### config.mk
export PLATFORM = sky130hd
export DESIGN_NAME = router_output_channel
export DESIGN_NICKNAME = d
export VERILOG_FILES = /design/src/rtl/router_output_channel.sv
export SDC_FILE = /design/constraint.sdc
export NUM_CORES = 1
export LEC_CHECK = 0
export BUFFER_PORTS_ARGS = -buffer_cell sky130_fd_sc_hd__buf_2
export CAP_MARGIN = 20
export CELL_PAD_IN_SITES_DETAIL_PLACEMENT = 1
export CELL_PAD_IN_SITES_GLOBAL_PLACEMENT = 1
export CORE_AREA = 10 10 193 177
export CTS_CLUSTER_DIAMETER = 40
export CTS_CLUSTER_SIZE = 28
export DETAILED_ROUTE_END_ITERATION = 6
export DIE_AREA = 0 0 203 187
export PLACE_DENSITY = 0.79
export SLEW_MARGIN = 20
export SYNTH_ARGS = -nofsm -noshare
export SYNTH_HDL_FRONTEND = slang
export SYNTH_SLANG_ARGS = --single-unit
### constraint.sdc
create_clock -name clk -period 1.95 [get_ports clk]
set_clock_uncertainty 0.05 [all_clocks]
set_input_delay 0 -clock clk [delete_from_list [all_inputs] [get_ports clk]]
set_output_delay 0 -clock clk [all_outputs]
set_load 0.03 [all_outputs]
### src/rtl/router_output_channel.sv
// Mesh router output port: per-VC round-robin fill from the input channels on the
// polarity-matched VC while the opposite VC drains downstream over send/ready.

module router_output_vc #(
  parameter int N_IN = 4,
  parameter int DW   = 64
) (
  input  logic                     clk,
  input  logic                     reset,
  input  logic                     i_fill_en,
  input  logic                     i_drain_en,
  input  logic                     i_ready,
  input  logic [N_IN-1:0]          i_elig,
  input  logic [N_IN-1:0][DW-1:0]  i_flits,
  output logic [N_IN-1:0]          o_gnt,
  output logic                     o_full,
  output logic                     o_fire,
  output logic [DW-1:0]            o_buf
);
  localparam int PW = (N_IN > 1) ? $clog2(N_IN) : 1;

  logic [PW-1:0] r_ptr;
  logic          r_full;
  logic [DW-1:0] r_buf;

  logic [PW-1:0] w_idx;
  logic [PW-1:0] w_sel;
  logic          w_found;
  logic          w_grant;
  logic [PW-1:0] w_ptr_nxt;

  // First eligible input at or after the pointer, wrapping mod N_IN.
  always_comb begin
    w_idx   = '0;
    w_sel   = '0;
    w_found = 1'b0;
    for (int k = 0; k < N_IN; k++) begin
      w_idx = PW'((int'(r_ptr) + k) % N_IN);
      if (!w_found && i_elig[w_idx]) begin
        w_found = 1'b1;
        w_sel   = w_idx;
      end
    end
  end

  assign w_grant   = i_fill_en & ~r_full & w_found;
  assign w_ptr_nxt = (w_sel == PW'(N_IN - 1)) ? '0 : w_sel + 1'b1;
  assign o_fire    = i_drain_en & r_full & i_ready;

  always_comb begin
    o_gnt = '0;
    if (w_grant) o_gnt[w_sel] = 1'b1;
  end

  always_ff @(posedge clk) begin
    if (!reset) begin
      r_ptr  <= '0;
      r_full <= 1'b0;
      r_buf  <= '0;
    end else if (w_grant) begin
      r_buf  <= i_flits[w_sel];
      r_full <= 1'b1;
      r_ptr  <= w_ptr_nxt;
    end else if (o_fire) begin
      r_full <= 1'b0;
    end
  end

  assign o_full = r_full;
  assign o_buf  = r_buf;
endmodule

module router_output_channel #(
  parameter int N_IN = 4,
  parameter int DW   = 64
) (
  input  logic                clk,
  input  logic                reset,
  input  logic                polarity,
  input  logic [N_IN-1:0]     req,
  input  logic [N_IN*DW-1:0]  data_in,
  output logic [N_IN-1:0]     gnt,
  input  logic                ready_out,
  output logic                send_out,
  output logic [DW-1:0]       data_out,
  output logic [1:0]          buf_full
);
  logic [N_IN-1:0][DW-1:0] w_flits;
  logic [N_IN-1:0]         w_vcbit;
  logic [1:0][N_IN-1:0]    w_elig;
  logic [1:0][N_IN-1:0]    w_gnt;
  logic [1:0][DW-1:0]      w_buf;
  logic [1:0]              w_full;
  logic [1:0]              w_fire;
  logic [1:0]              w_fill_en;
  logic [1:0]              w_drain_en;
  logic [DW-1:0]           w_drain_buf;
  logic                    w_fire_any;

  assign w_flits = data_in;

  always_comb begin
    for (int i = 0; i < N_IN; i++) w_vcbit[i] = w_flits[i][DW-1];
  end

  genvar v;
  generate
    for (v = 0; v < 2; v++) begin : g_vc
      assign w_elig[v]     = req & ((v != 0) ? w_vcbit : ~w_vcbit);
      // Grants are suppressed while reset is asserted.
      assign w_fill_en[v]  = reset & (polarity == (v != 0));
      assign w_drain_en[v] = (polarity != (v != 0));

      router_output_vc #(.N_IN(N_IN), .DW(DW)) u_vc (
        .clk        (clk),
        .reset      (reset),
        .i_fill_en  (w_fill_en[v]),
        .i_drain_en (w_drain_en[v]),
        .i_ready    (ready_out),
        .i_elig     (w_elig[v]),
        .i_flits    (w_flits),
        .o_gnt      (w_gnt[v]),
        .o_full     (w_full[v]),
        .o_fire     (w_fire[v]),
        .o_buf      (w_buf[v])
      );
    end
  endgenerate

  assign gnt         = w_gnt[0] | w_gnt[1];
  assign buf_full    = w_full;
  assign w_fire_any  = w_fire[0] | w_fire[1];
  assign w_drain_buf = polarity ? w_buf[0] : w_buf[1];

  always_ff @(posedge clk) begin
    if (!reset) begin
      send_out <= 1'b0;
      data_out <= '0;
    end else begin
      send_out <= w_fire_any;
      data_out <= w_fire_any ? w_drain_buf : '0;
    end
  end
endmodule

==> impl_metrics.toml, run 1 <==
[timing]
setup-violations-final = 61
rsz0062_at_grt = "true"
final_max_slew_viol_count = 0
final.setup.worst_slack_ns = -0.181
hold_viol = 0
timing.hold.ws_ns = 0.147
relSlewSlack = 0.286
period_share = 1.09
max_freq_mhz = 469
period_needed_ns = 2.13
max_slew.worst_pin.slew_ns = 1.07

[logic_synthesis]
synth_area_mm2 = 0.0104
synth.distinct_cells = 54
synthArstFlopShare = 0
syn_nets = 1257
synth_top_area_share = 0.384
yosys.area.top_type = "dfxtp_1"
synth_edf_count = 0
yosys_warnings = 0
avgSynthCellArea_um2 = 10.5
synth_cells = 992
synth-seq-cells = 199
synth_area_leaders = "dfxtp_1 38%, mux2i_1 31%, o221ai_2 8.7%, o221ai_1 5.6%, nand2_1 4.9%"
ys.flop_type = "dfxtp_1"
yosysSeqAreaShare = 0.384

[grt]
first_global_vias = 12900
grt_pass1_wl_um = 81700
grt_overflow = 0
grt_max_degree = 35
grt_antenna_before_repair = 16
grt_use_total = 0.275

[placement]
port_buffers = 334
hpwl_um = 28300
place_inst = 1712
dpl_cell_area_mm2 = 0.0129
dp_worst_setup_slack_ns = -0.120
place_congestion = 0.821

[critical_path]
worst-setup-path-type = "reg2reg"
crit_required_ns = 2.21
worstReg2RegEnd = "g_vc[1].u_vc.o_buf[1]$_SDFFE_PN0P_"
r2r-start = "g_vc[1].u_vc.r_ptr[0]$_SDFFE_PN0P_"
reg2reg_depth = 10
rrSetupSlack_ns = -0.18
worst_setup_path_start_kind = "flop"
cp_max_fo = 5
crit_path_end_kind = "flop"
arrival_ns = 2.39

[cts]
cts_sinks = 199
clk_latency_ns = 0.45
clk_path_buf_depth = 2
clock-root-buffer = "clkbuf_16"
clk_pin_slew_ns = 0.09
cts_tree = "yes"
cts_made_buffers = 17
cts_max_level = 4

[drt]
drt_wl_total_um = 61000
drtIter0Drc = 784
via_count = 11800
ant_nets = 0
drc = 0
dr.pass1.iters = 5
vias_per_cell = 5.70
wl_per_cell_um = 29.6

[pwr]
peakVddDrop_uv = 569
powerDensity_mw_per_mm2 = 695
leakagePower_nw = 7.81

[layout]
nNetsFinal = 1889
synthToLayoutAreaGrowth_pct = 71.8
finalInstanceArea_mm2 = 0.0178
instances_no_fill = 2063
layout_common_cells = "329 x buf_2, 256 x dlygate4sd3_1, 216 x mux2i_1"
final_common_cell = "buf_2"
fin_util = 0.588
final_layout_size_suffix_gt1_frac = 0.415

[floorplan]
fp.dieW_um = 203
pin_count = 335
die-area_mm2 = 0.0380
floorplan.initialDensity = 0.342
die_h_um = 187
rows = 61
core_area_mm2 = 0.0303

[worst_hold_path]
hold_end = "data_out[7]$_SDFF_PN0_"
min_from = "polarity"
holdPathStages = 4
hp-class = "in2reg"

[status]
status = "finished, violations left"
violations = "negative setup slack"

[run]
cap_violations = 0
## metal layers
layer  GRT usage  up-vias  routed length, um
li1            -     4995                  -
met1       0.285     5727              21500
met2       0.483      744              31200
met3      0.0691      286               4190
met4       0.182        0               4190
met5           0        -                  0
## Yosys cell counts (3+ instances only)
cell type,count
mux2i_1,318
o221ai_1,66
nand2_1,135
and2_1,3
buf_4,5
buf_1,7
dfxtp_1,199
nand2b_1,4
buf_12,6
nand3_1,4
buf_2,41
nor2_1,69
o221ai_2,60
clkbuf_1,24
inv_1,3
a21oi_1,4
## metrics by stage
step                      setup TNS (ns)  total power [mW]
final                              -3.81              12.4
after global routing               -7.94              12.7
after CTS                         -0.908              11.4
after detailed placement           -3.15              7.10
after global placement             -2.07              7.02
after floorplan                        0              6.10
## critical path: stages (launching register included)
cell	delay (ns)
dfxtp_2	0.35
and3b_2	0.24
o21bai_1	0.19
nand2_2	0.12
clkinv_4	0.09
buf_12	0.12
buf_4	0.14
buf_16	0.13
buf_8	0.14
mux2i_4	0.28
o221ai_2	0.13
## where the power goes
group / switching (mW) / internal, mW / total [mW]
clock network: 1.85 / 1.95 / 3.80
logic: 1.97 / 2.04 / 4.01
registers: 0.206 / 4.36 / 4.56
## timing repair
action	CTS	global route
hold buffers	256	0
resized for setup	61	172
cloned	2	9
setup endpoints to repair	17	121
hold endpoints to repair	133	0
pin swaps	9	15
setup buffers	14	21
## kinds of logic (layout without fill, tap and decap cells)
logic type	count (synthesis)	in the layout	share of synthesized area
other cells	0	17	0
mux	319	319	0.308
compound gates	155	155	0.166
flops	199	199	0.384
fa+ha+maj	1	1	0.00121
buf+inv	91	736	0.0509
simple gates	227	227	0.0897
## worst max-delay path by stage
stage	end	startpoint	slack [ns]	cells past startpoint
global route	g_vc[1].u_vc.o_buf[1]$_SDFFE_PN0P_	g_vc[1].u_vc.r_ptr[0]$_SDFFE_PN0P_	-0.23	10
floorplan	gnt[2]	g_vc[1].u_vc.r_ptr[1]$_SDFFE_PN0P_	0.04	8
finish	g_vc[1].u_vc.o_buf[1]$_SDFFE_PN0P_	g_vc[1].u_vc.r_ptr[0]$_SDFFE_PN0P_	-0.18	10
CTS	g_vc[1].u_vc.o_buf[1]$_SDFFE_PN0P_	g_vc[1].u_vc.r_ptr[0]$_SDFFE_PN0P_	-0.08	9
detailed placement	g_vc[1].u_vc.o_buf[50]$_SDFFE_PN0P_	data_in[255]	-0.12	7
global placement	g_vc[1].u_vc.o_buf[36]$_SDFFE_PN0P_	data_in[255]	-0.08	7
## layout make-up
class / instances / area (um2)
inverters: 5 / 31.3
multi-input cells: 702 / 6870
well taps: 409 / 512
fillers: 3191 / 12500
flip-flops and latches: 199 / 3990
clock inverters: 12 / 141
diodes: 17 / 42.5
repair buffers: 699 / 5780
clock buffers: 20 / 447
## sequential cells by signal, indices dropped and copies added (netlist names)
register and count:
data_out 64, g_vc.u_vc.o_buf 128, g_vc.u_vc.o_full 2, g_vc.u_vc.r_ptr 4, send_out 1
(Power assumes the default switching activity.)
==> run 2: changes to the inputs <==
--- a/config.mk
+++ b/config.mk
@@ -5,7 +5,7 @@
 export SDC_FILE = /design/constraint.sdc
 export NUM_CORES = 1
 export LEC_CHECK = 0
-export BUFFER_PORTS_ARGS = -buffer_cell sky130_fd_sc_hd__buf_2
+export BUFFER_PORTS_ARGS = -buffer_cell sky130_fd_sc_hd__buf_4
 export CAP_MARGIN = 20
 export CELL_PAD_IN_SITES_DETAIL_PLACEMENT = 1
 export CELL_PAD_IN_SITES_GLOBAL_PLACEMENT = 1
==> run 2 against run 1 <==
Against the previous run: the flow still finishes with violations (negative setup slack); utilization is 0.71 points higher; sequential share of layout area is 0.28 points lower; clock power is 2% lower; die area stayed put; hold slack worse by 0.11 ns; critical path depth is 2 lower; clock-buffer cell count is 1 lower; fmax is 0.71% higher; critical path type unchanged.
==> impl_metrics.toml, run 2 (synthesized netlist as in run 1, its figures left out) <==
[drt]
drt_wl_total_um = 58600
vias_per_cell = 5.60
drtIter0Drc = 652
dr.pass1.iters = 5
ant_nets = 0
wl_per_cell_um = 28.7
drc = 0
via_count = 11400

[critical_path]
crit_family = "buffers and inverters"
endpoint = "g_vc[1].u_vc.o_buf[6]$_SDFFE_PN0P_"
worst-path-stages = 8
cp_max_fo = 10
crit_path_cell_trace = "and3_1 -> o311ai_2 -> nand2_2 -> clkinv_4 -> buf_4 -> clkbuf_16 -> mux2i_1 -> o221ai_2"
cp_slowest_cell = "mux2i_1"
worst_setup_path_start_kind = "flop"
max_stage_delay_ns = 0.35
crit_buf_inv = 3
crit_required_ns = 2.23
worstReg2RegEnd = "g_vc[1].u_vc.o_buf[6]$_SDFFE_PN0P_"
reg2reg_depth = 8
rrSetupSlack_ns = -0.17
worst-setup-path-type = "reg2reg"
r2r-start = "g_vc[1].u_vc.r_ptr[1]$_SDFFE_PN0P_"
crit_path_end_kind = "flop"
arrival_ns = 2.39
crit_path_start = "g_vc[1].u_vc.r_ptr[1]$_SDFFE_PN0P_"

[timing]
period_needed_ns = 2.12
final_max_slew_viol_count = 0
max_freq_mhz = 473
hold_viol = 0
final.setup.worst_slack_ns = -0.166
tns_ns = -2.47
setup-violations-final = 57
relSlewSlack = 0.467
max_slew.worst_pin.slew_ns = 0.799
rsz0062_at_grt = "true"
period_share = 1.09

[status]
violations = "negative setup slack"
status = "finished, violations left"

[grt]
grt_pass1_wl_um = 80000
grtUsageMet1 = 0.290
grt-busiest-layer = "met2"
use_met2 = 0.494
first_global_vias = 12700
grt_max_degree = 38
grt_antenna_before_repair = 10
grt_overflow = 0
met3_usage = 0.0601
grt_use_total = 0.271

[pwr]
leakagePower_nw = 7.89
switchingPower_mw = 3.92
clock_power_share = 0.306
total_power_mw = 12.1
p_comb_frac = 0.320
p_seq_frac = 0.374
swShare = 0.322
powerDensity_mw_per_mm2 = 674
peakVddDrop_uv = 584
p_int_mw = 8.23

[floorplan]
rows = 61
die_h_um = 187
core_area_mm2 = 0.0303
floorplan.initialDensity = 0.342
die-area_mm2 = 0.0380
pin_count = 335
fp.dieW_um = 203

[run]
cap_violations = 0

[layout]
nNetsFinal = 1870
final_common_cell = "buf_4"
final_layout_size_suffix_gt1_frac = 0.392
synthToLayoutAreaGrowth_pct = 73.8
layout_common_cells = "374 x buf_4, 256 x dlygate4sd3_1, 233 x mux2i_1"
finalInstanceArea_mm2 = 0.0180
largest_reg_flops = 128
fin_util = 0.595

[cts]
cts_made_buffers = 17
cts_max_level = 4
clk_latency_ns = 0.46
cts_sinks = 199
clk_path_buf_depth = 2
clk_pin_slew_ns = 0.08
clock-root-buffer = "clkbuf_16"
cts_tree = "yes"

[placement]
hpwl_um = 28900
port_buffers = 334
dp_worst_setup_slack_ns = 0.0168
dpl_cell_area_mm2 = 0.0135
place_congestion = 0.804

[worst_hold_path]
hp-class = "in2reg"
[run 2: worst min-delay path by stage]
stage,startpoint,to,slack [ns],cells past startpoint
global route,reset,send_out$_SDFF_PN0_,0.03,4
finish,reset,send_out$_SDFF_PN0_,0.04,4
floorplan,ready_out,g_vc[0].u_vc.o_full$_SDFFE_PN0P_,0.15,3
CTS,reset,send_out$_SDFF_PN0_,0.02,4
detailed placement,reset,g_vc[1].u_vc.o_buf[63]$_SDFFE_PN0P_,0.27,2
global placement,data_in[59],g_vc[1].u_vc.o_buf[59]$_SDFFE_PN0P_,0.26,3
[run 2: area by class of cell]
| cell class | instances | area, um2 |
|---|---|---|
| antenna | 11 | 27.5 |
| timing repair buffer | 680 | 6370 |
| sequential | 199 | 3990 |
| fill | 3150 | 12300 |
| clock buffer | 19 | 443 |
| clock inverter | 13 | 140 |
| inverter | 5 | 23.8 |
| tap | 409 | 512 |
| multi-input combinational | 702 | 6520 |
[run 2: worst register-to-register path, cell delays in order, from the launching register on]
cell and delay [ns]:
dfxtp_1 0.31, and3_1 0.15, o311ai_2 0.28, nand2_2 0.12
clkinv_4 0.11, buf_4 0.22, clkbuf_16 0.22, mux2i_1 0.35
o221ai_2 0.17
[run 2: per-layer routing]
metal  routed length, um  part of all wire  vias to the layer above
met4                2870             0.049                        0
met2               31000              0.53                      577
met5                   0                 0                        -
met1               21400              0.37                     5713
li1                    -                 -                     4948
met3                3310             0.057                      179
[run 2: power groups by stage]
stage	sequential (mW)	combinational [mW]	clock, mW
after global routing	4.58	4.04	3.92
after global placement	4.59	2.50	0
final	4.55	3.88	3.72
after floorplan	4.59	1.51	0
after CTS	4.51	3.20	3.71
after detailed placement	4.60	2.57	0
[run 2: repair_timing]
action                                 4_1_cts  5_1_grt
gates resized for setup                     43      121
buffers inserted                            13       18
hold buffers                               256        0
cloned                                       5        7
endpoints found under the hold margin      137        0
setup endpoints to repair                    9      106
pin swaps                                    7        6
[run 2: through the flow]
| stage | hold slack [ns] | cells |
|---|---|---|
| floorplan | 0.146 | 992 |
| global placement | 0.258 | 1696 |
| detailed placement | 0.272 | 1696 |
| CTS | 0.0175 | 2002 |
| global route | 0.0296 | 2038 |
| finish | 0.0370 | 2038 |
